**src/rtl/rom_arb_pkg.sv**
```systemverilog
// Shared constants for the two-requester ROM line-read arbiter.
// FSM encoding, requester ids and line-alignment helper.
package rom_arb_pkg;

    localparam logic [1:0] IDLE = 2'd0;
    localparam logic [1:0] REQ  = 2'd1;
    localparam logic [1:0] WAIT = 2'd2;
    localparam logic [1:0] RESP = 2'd3;

    localparam logic REQ_IC = 1'b0;
    localparam logic REQ_DC = 1'b1;

    localparam int LINE_OFFSET_BITS = 4;

    function automatic logic [31:0] line_align(input logic [31:0] addr);
        return {addr[31:LINE_OFFSET_BITS], {LINE_OFFSET_BITS{1'b0}}};
    endfunction

endpackage

```
**src/rtl/rr_arb2.sv**
```systemverilog
// Two-input picker: round-robin with a pointer register, or fixed priority
// (req 0 first). Grant is one-hot, or zero when nothing is requested.
module rr_arb2 (
    input  logic       clk,
    input  logic       rst_n,
    input  logic [1:0] req,
    input  logic       advance,
    input  logic       fixed,
    output logic [1:0] grant
);

    // ptr = 1 means req 1 is favoured on the next tie
    logic ptr;

    always_comb begin
        grant = 2'b00;
        if (req == 2'b11)
            grant = (fixed || !ptr) ? 2'b01 : 2'b10;
        else
            grant = req;
    end

    always_ff @(posedge clk or negedge rst_n) begin
        if (!rst_n)
            ptr <= 1'b0;
        else if (advance && (grant != 2'b00))
            ptr <= grant[0];
    end

endmodule

```
**src/rtl/rom_arbiter.sv**
```systemverilog
// Shares the ROM line-read port between Icache refill (req 0) and Dcache
// constant loads (req 1); all outputs registered, one line per 4 cycles.
module rom_arbiter
    import rom_arb_pkg::*;
#(
    parameter int unsigned ROM_BYTES  = 4096,
    parameter int unsigned FIXED_PRIO = 0
) (
    input  logic         clk,
    input  logic         rst_n,
    input  logic [31:0]  ic_addr_i,
    input  logic         ic_valid_req_i,
    output logic [127:0] ic_data_o,
    output logic         ic_ready_o,
    output logic         ic_err_o,
    input  logic [31:0]  dc_addr_i,
    input  logic         dc_valid_req_i,
    output logic [127:0] dc_data_o,
    output logic         dc_ready_o,
    output logic         dc_err_o,
    output logic [31:0]  rom_addr_o,
    output logic         rom_valid_req_o,
    input  logic [127:0] rom_data_i,
    input  logic         rom_ready_i
);

    localparam logic [31:0] ROM_LIMIT = 32'(ROM_BYTES);

    logic [1:0]  state;
    logic        win_id;
    logic [31:0] lat_addr;

    logic [1:0]  grant;
    logic        pick;
    logic [31:0] pick_addr;
    logic        pick_in_range;
    logic        lat_in_range;

    rr_arb2 u_arb (
        .clk     (clk),
        .rst_n   (rst_n),
        .req     ({dc_valid_req_i, ic_valid_req_i}),
        .advance (state == IDLE),
        .fixed   (FIXED_PRIO != 0),
        .grant   (grant)
    );

    // Full 32-bit compare so high addresses never alias into the ROM.
    always_comb begin
        pick          = grant[1] ? REQ_DC : REQ_IC;
        pick_addr     = line_align(pick ? dc_addr_i : ic_addr_i);
        pick_in_range = (pick_addr < ROM_LIMIT);
        lat_in_range  = (lat_addr < ROM_LIMIT);
    end

    // The ROM request register is loaded on the IDLE->REQ edge so that it is
    // visible for exactly the REQ cycle.
    always_ff @(posedge clk or negedge rst_n) begin
        if (!rst_n) begin
            state           <= IDLE;
            win_id          <= REQ_IC;
            lat_addr        <= '0;
            rom_addr_o      <= '0;
            rom_valid_req_o <= 1'b0;
            ic_data_o       <= '0;
            ic_ready_o      <= 1'b0;
            ic_err_o        <= 1'b0;
            dc_data_o       <= '0;
            dc_ready_o      <= 1'b0;
            dc_err_o        <= 1'b0;
        end else begin
            case (state)
                IDLE: begin
                    if (grant != 2'b00) begin
                        win_id   <= pick;
                        lat_addr <= pick_addr;
                        state    <= REQ;
                        if (pick_in_range) begin
                            rom_valid_req_o <= 1'b1;
                            rom_addr_o      <= pick_addr;
                        end
                    end
                end
                REQ: begin
                    rom_valid_req_o <= 1'b0;
                    rom_addr_o      <= '0;
                    if (lat_in_range) begin
                        state <= WAIT;
                    end else begin
                        state <= RESP;
                        if (win_id == REQ_DC) begin
                            dc_ready_o <= 1'b1;
                            dc_err_o   <= 1'b1;
                        end else begin
                            ic_ready_o <= 1'b1;
                            ic_err_o   <= 1'b1;
                        end
                    end
                end
                WAIT: begin
                    if (rom_ready_i) begin
                        state <= RESP;
                        if (win_id == REQ_DC) begin
                            dc_ready_o <= 1'b1;
                            dc_data_o  <= rom_data_i;
                        end else begin
                            ic_ready_o <= 1'b1;
                            ic_data_o  <= rom_data_i;
                        end
                    end
                end
                RESP: begin
                    // Lets a requester's still-high valid fall before IDLE re-arbitrates.
                    ic_ready_o <= 1'b0;
                    ic_err_o   <= 1'b0;
                    ic_data_o  <= '0;
                    dc_ready_o <= 1'b0;
                    dc_err_o   <= 1'b0;
                    dc_data_o  <= '0;
                    state      <= IDLE;
                end
                default: state <= IDLE;
            endcase
        end
    end

endmodule

```
**config.mk**
```make
export PLATFORM = sky130hd
export DESIGN_NAME = rom_arbiter
export DESIGN_NICKNAME = d
export VERILOG_FILES = /design/src/rtl/rom_arb_pkg.sv /design/src/rtl/rr_arb2.sv /design/src/rtl/rom_arbiter.sv
export SDC_FILE = /design/constraint.sdc
export NUM_CORES = 1
export LEC_CHECK = 0
export ABC_AREA = 1
export BUFFER_PORTS_ARGS = -buffer_cell sky130_fd_sc_hd__buf_2
export CAP_MARGIN = 0
export CORE_AREA = 2 2 190 192
export CTS_BUF_LIST = sky130_fd_sc_hd__clkbuf_2
export CTS_CLUSTER_SIZE = 25
export DETAILED_ROUTE_END_ITERATION = 8
export DIE_AREA = 0 0 192 194
export PLACE_DENSITY = 0.65
export RECOVER_POWER = 50
export SETUP_SLACK_MARGIN = 0.15
export SYNTH_ARGS = -nofsm -noshare
export SYNTH_HDL_FRONTEND = slang
export SYNTH_HIERARCHICAL = 1
export SYNTH_SLANG_ARGS = --single-unit
```
**constraint.sdc**
```tcl
create_clock -name clk -period 5.1 [get_ports clk]
set_input_delay 0.51 -clock clk [delete_from_list [all_inputs] [get_ports clk]]
set_output_delay 0.51 -clock clk [all_outputs]
set_load 0.005 [all_outputs]
```
# --- Yosys cells after proc, flatten, opt, wreduce, memory -nomap -nowiden ---
# Cells that the tools add are included.
totals:
  reg_bits: 325
  in_bits: 197
  output_inout_bits: 293
  word_cells: 75
op_classes:
  n_lt_le_gt_ge: 2
  n_eq_ne: 12
  mux: 34
  reduce_logical: 15
ops:
  columns: ["op", "count"]
  rows:
  - ["$mux 128", 4]
  - ["$pmux 128 s2", 2]
  - ["$mux 32", 3]
  - ["$lt 32x13->1 const B", 2]
  - ["$pmux 32 s2", 1]
  - ["$reduce_and 3->1", 6]
  - ["$ne 2x2->1 const B", 8]
  - ["$mux 1", 14]
  - ["$mux 2", 4]
  - ["$pmux 2 s4", 1]
  - ["$reduce_bool 2->1", 4]
  - ["$eq 2x2->1 const B", 3]
  - ["$pmux 1 s2", 3]
  - ["$pmux 1 s3", 2]
  - ["$reduce_and 2->1", 2]
  - ["$reduce_bool 3->1", 1]
  - ["$eq 2x1->1 const B", 1]
  - ["$logic_not 2->1", 1]
  - ["$logic_and 1x1->1", 1]

# --- Longest topological paths before layout ---
depth:
  depth_word: 8
  depth_mapped: 17
  mapped_depth_nobuf: 14

# --- By module ---
# The synthesis kept the hierarchy.
modules_own_cells:
  columns: ["module", "n_inst", "cells_per_inst", "area_per_inst_um2", "seq_area_each_um2"]
  rows:
  - ["rom_arbiter", 1, 1246, 13598.0, 7807.5]
  - ["rr_arb2", 1, 13, 83.8, 25.0]

# --- Worst setup path before layout ---
# Ideal clock, no wire load.
synth_timing:
  kind: "input to register"
  start: "input port dc_valid_req_i"
  end: "register rom_addr_o[12]"
  setup_ns: 0.113
  t_arrival_ns: 1.830
  required_time_ns: 4.987
  slack_ns: 3.156
  cell_stages: 15
  path_buffers: 3
  path_cell_list: "nand2_1 inv_1 nand2_1 nand2_1 buf_6 inv_4 buf_6 nand2_1 nand2_1 nand3_1 nor2_2 nand3_4 nand2_4 buf_12 nor2_2"
synth_via:
  elab_chain_len: 7
  elab_cells_between_ends: 12
  cone_classes: "1 x order compare; 3 x eq/ne; 6 x mux; 2 x reduce/logical"
synth_rtl:
  columns: ["item", "line_no", "source"]
  rows:
  - ["start: declaration", "rom_arbiter.sv:17", "input logic dc_valid_req_i,"]
  - ["$eq 2x2->1", "rr_arb2.sv:17", "if (req == 2'b11)"]
  - ["$mux 2 (*)", "rr_arb2.sv:17", null]
  - ["via grant[1]", "rom_arbiter.sv:33", "logic [1:0] grant;"]
  - ["$mux 1", "rom_arbiter.sv:50", "pick = grant[1] ? REQ_DC : REQ_IC;"]
  - ["$mux 32", "rom_arbiter.sv:51", "pick_addr = line_align(pick ? dc_addr_i : ic_addr_i);"]
  - ["$lt 32x13->1 or $mux 32 (tied branches)", "rom_arbiter.sv:52, rom_arbiter.sv:78", null]
  - ["$ne 2x2->1 (no line) or $mux 32 (tied branches)", null, null]
  - ["$reduce_and 3->1 (no line) or $pmux 32 s2 (tied branches)", null, null]
  - ["end signal: assignment", "rom_arbiter.sv:80", "rom_addr_o <= pick_addr;"]
  - ["end: declaration", "rom_arbiter.sv:21", "output logic [31:0] rom_addr_o,"]
# Mark *: on every way through the listed nets, which the timed path passes. The rest lies on a longest branch. The select of a mux whose other input is x is not followed.
# A chain may end at the register's enable or synchronous reset.

==> results.yml <==
drt:
  dr.first_iter.drc_count: 377
  vias_per_cell: 4.56
  drc: 0
  antenna_left: 0
  num_vias: 11316
  wl_per_cell_um: 15.4
  first_pass_iters: 4
  drt_wl_total_um: 38300
power:
  switching_power_mw: 4.04
  comb_power_share_pct: 46.2
  p_leak_nw: 10.0
  p_sw_share_pct: 36.8
  irDropWorstVdd_mv: 0.324
  power_frac_clock_pct: 15.6
  power_frac_seq_pct: 38.2
  power.density_nw_per_um2: 578
  internal_power_mw: 6.93
layout:
  seq_area_um2: 7830
  multi_input_area_um2: 4800
  postLayoutCoreUtil_pct: 53.9
  fill_cells: 3149
  nets: 2167
  fin_cells: 2481
  area_growth_pct: 38.7
  drive_gt1_share_pct: 40.2
floorplan:
  die_x_um: 192
  io-pin-count: 490
  die-area_um2: 37200
  coreArea_um2: 35200
  start_util_pct: 38.8
  die_y_um: 194
  rows: 69
clocking:
  cts-root-buf: "clkbuf_2"
  cts_resized: 0
  clkSinkCount: 313
  cts_max_path_buffers: 3
  htreeDepth: 3
  numCtsBuffers: 84
  path_clk_slew_ns: 0.10
  clk_latency_ns: 0.96
  cts_tree: "yes"
worst_hold_path:
  hold_path.class: "in2reg"
yosys:
  synth.mux.area_fraction_pct: 21.1
  seq_area_frac_synth_pct: 57.2
  synth_xor_area_share_pct: 0
  synth_fa_ha_area_share_pct: 0.366
  synth_area_leaders: "dfrtp_1 57%, mux2_2 21%, inv_1 5.3%, nand2_1 4.8%, nor2_1 4.3%"
  synth_top_cells_by_count: "313 x dfrtp_1, 256 x mux2_2, 195 x inv_1"
  yosys.area.top_type: "dfrtp_1"
  ys_warn_count: 6
  ys.flop_type: "dfrtp_1"
  ys_ff_latch: 313
  synth_top_family_by_area: "multiplexers"
  synthCells: 1259
  synth.most_common_cell: "dfrtp_1"
  synthDistinctLibCells: 29
  synth-compound-area-share_pct: 1.37
  syn_area_per_cell_um2: 10.9
  netlist.area_leader.share_pct: 57.2
  syn_area_um2: 13700
  async_reset_ff_share_pct: 100
  synth-simple-area-share_pct: 11.9
  synth_edf_count: 0
sta:
  rsz0062_at_grt: "no"
  tns_ns: 0
  report.final.slew_viol_count: 95
  tightest_slew_ns: 2.46
  finalHoldViolations: 0
  max_freq_mhz: 304
  setup_viol: 0
  period_needed_ns: 3.29
  slew_headroom_pct: -63.7
  finClkSkew_ns: 0.0587
  period_share_pct: 64.5
critical_path:
  cp_data_arrival_time_ns: 4.12
  cp-end-kind: "asynchronous set/reset pin"
  cp_common_cell: "clkbuf_2"
  critPathKind: "in2async"
  crit_chain: "dlygate4sd3_1 -> clkbuf_2 -> clkbuf_2"
  cp_max_fo: 95
  worstPathRequired_ns: 5.94
  cpMaxStageDelayCell: "clkbuf_2"
  startpoint_type: "primary input"
  r2r_slack_ns: 1.89
  cpPeakStageDelay_ns: 1.67
placement:
  hpwlAfterDp_um: 25400
  place.gp.congestion: 0.816
  io_buffers: 477
  dp.cells: 2152
global_route:
  grt_start_max_net_pins: 125
  grtUsageTotal_pct: 20.7
  grt_pass1_vias: 12179
  antenna_found_initial: 1
  grt_pass1_wl_um: 61000
  overflow: 0
run:
  cap_violations: 1
run_status:
  violations: "capacitance limit, slew limit"
  run_status: "finished with violations"
## timing repair
| item | in CTS | in global routing |
|---|---|---|
| hold buffers | 189 | 0 |
| buffers inserted | 0 | 0 |
| endpoints found under the hold margin | 379 | 0 |
## metrics by stage
stage          power [mW]  area (µm²)  hold slack, ns  worst slack, ns
2_1_floorplan        7.26       13700           0.214             3.16
4_1_cts              11.2       19100          0.0253             1.76
6_report             11.0       19000           0.168             1.81
3_3_place_gp         9.10       16500           0.453             1.80
5_1_grt              11.8       19000           0.116             1.22
3_5_place_dp         9.25       16500           0.461             1.78
## state kept, by name, summed over array words and instances, names as in the netlist
signal / count
ic_data_o: 128
u_arb/ptr: 1
dc_ready_o: 1
dc_data_o: 128
state: 2
rom_addr_o: 28
rom_valid_req_o: 1
ic_ready_o: 1
dc_err_o: 1
ic_err_o: 1
lat_addr: 20
win_id: 1
## cell families after synthesis
logic type / after synthesis
other: 1
adder cells (fa/ha/maj): 4
multiplexers: 256
AO/OA/AOI/OAI: 36
buffers and inverters: 259
AND/OR/NAND/NOR: 390
flip-flops: 313
## power groups by stage
stage	Clock (mW)	Combinational, mW	Sequential [mW]
floorplan	0	2.99	4.27
global placement	0	4.94	4.15
detailed placement	0	5.04	4.21
CTS	1.80	5.20	4.18
global route	1.93	5.55	4.34
finish	1.72	5.07	4.19
## critical path, delay by kind of cell
family	cells	cell delay (ns)
buffers and inverters	3	3.42
## per-layer routing
layer / global-route usage [%] / vias to the layer above / wire length, µm
met4: 11.4 / 0 / 1750
li1: - / 5398 / -
met3: 8.00 / 116 / 3320
met5: 0 / - / 0
met2: 35.4 / 428 / 18800
met1: 21.8 / 5374 / 14400
## path summary, 6_finish.rpt
path | startpoint | depth (start not counted) | end
min | ic_addr_i[28] | 8 | rom_addr_o[6]
max in group clk | state[0] | 5 | dc_data_o[116]
min in group asynchronous | rst_n | 2 | ic_data_o[52]
max | rst_n | 3 | dc_data_o[9]
max reg2reg | state[0] | 5 | dc_data_o[116]
min reg2reg | lat_addr[18] | 2 | lat_addr[18]
## placed cells by master, fill, tap and decap left out, drive strengths merged
cell type | synthesis | final
a21boi | 1 | 1
a21oi | 5 | 5
a31oi | 2 | 2
and2 | 1 | 1
buf | 44 | 391
bufinv | 0 | 1
clkbuf | 18 | 219
clkinv | 1 | 15
clkinvlp | 0 | 4
conb | 1 | 5
dfrtp | 313 | 313
diode | 0 | 1
dlygate4sd3 | 0 | 189
ha | 4 | 4
inv | 196 | 196
mux2 | 256 | 256
nand2 | 177 | 177
nand3 | 18 | 18
nand4 | 12 | 12
nor2 | 181 | 181
nor3 | 1 | 1
o21a | 1 | 1
o21ai | 27 | 27
## layout make-up
class                      instances  share of cell area (%)
sequential                       313                    41.3
tap                              461                    3.04
clock inverter                    19                   0.659
antenna                            1                  0.0132
multi-input combinational        691                    25.3
clock buffer                     120                    3.16
inverter                         197                    3.91
timing repair buffer             679                    22.7
Note: power is estimated with default switching activity, not from simulation.
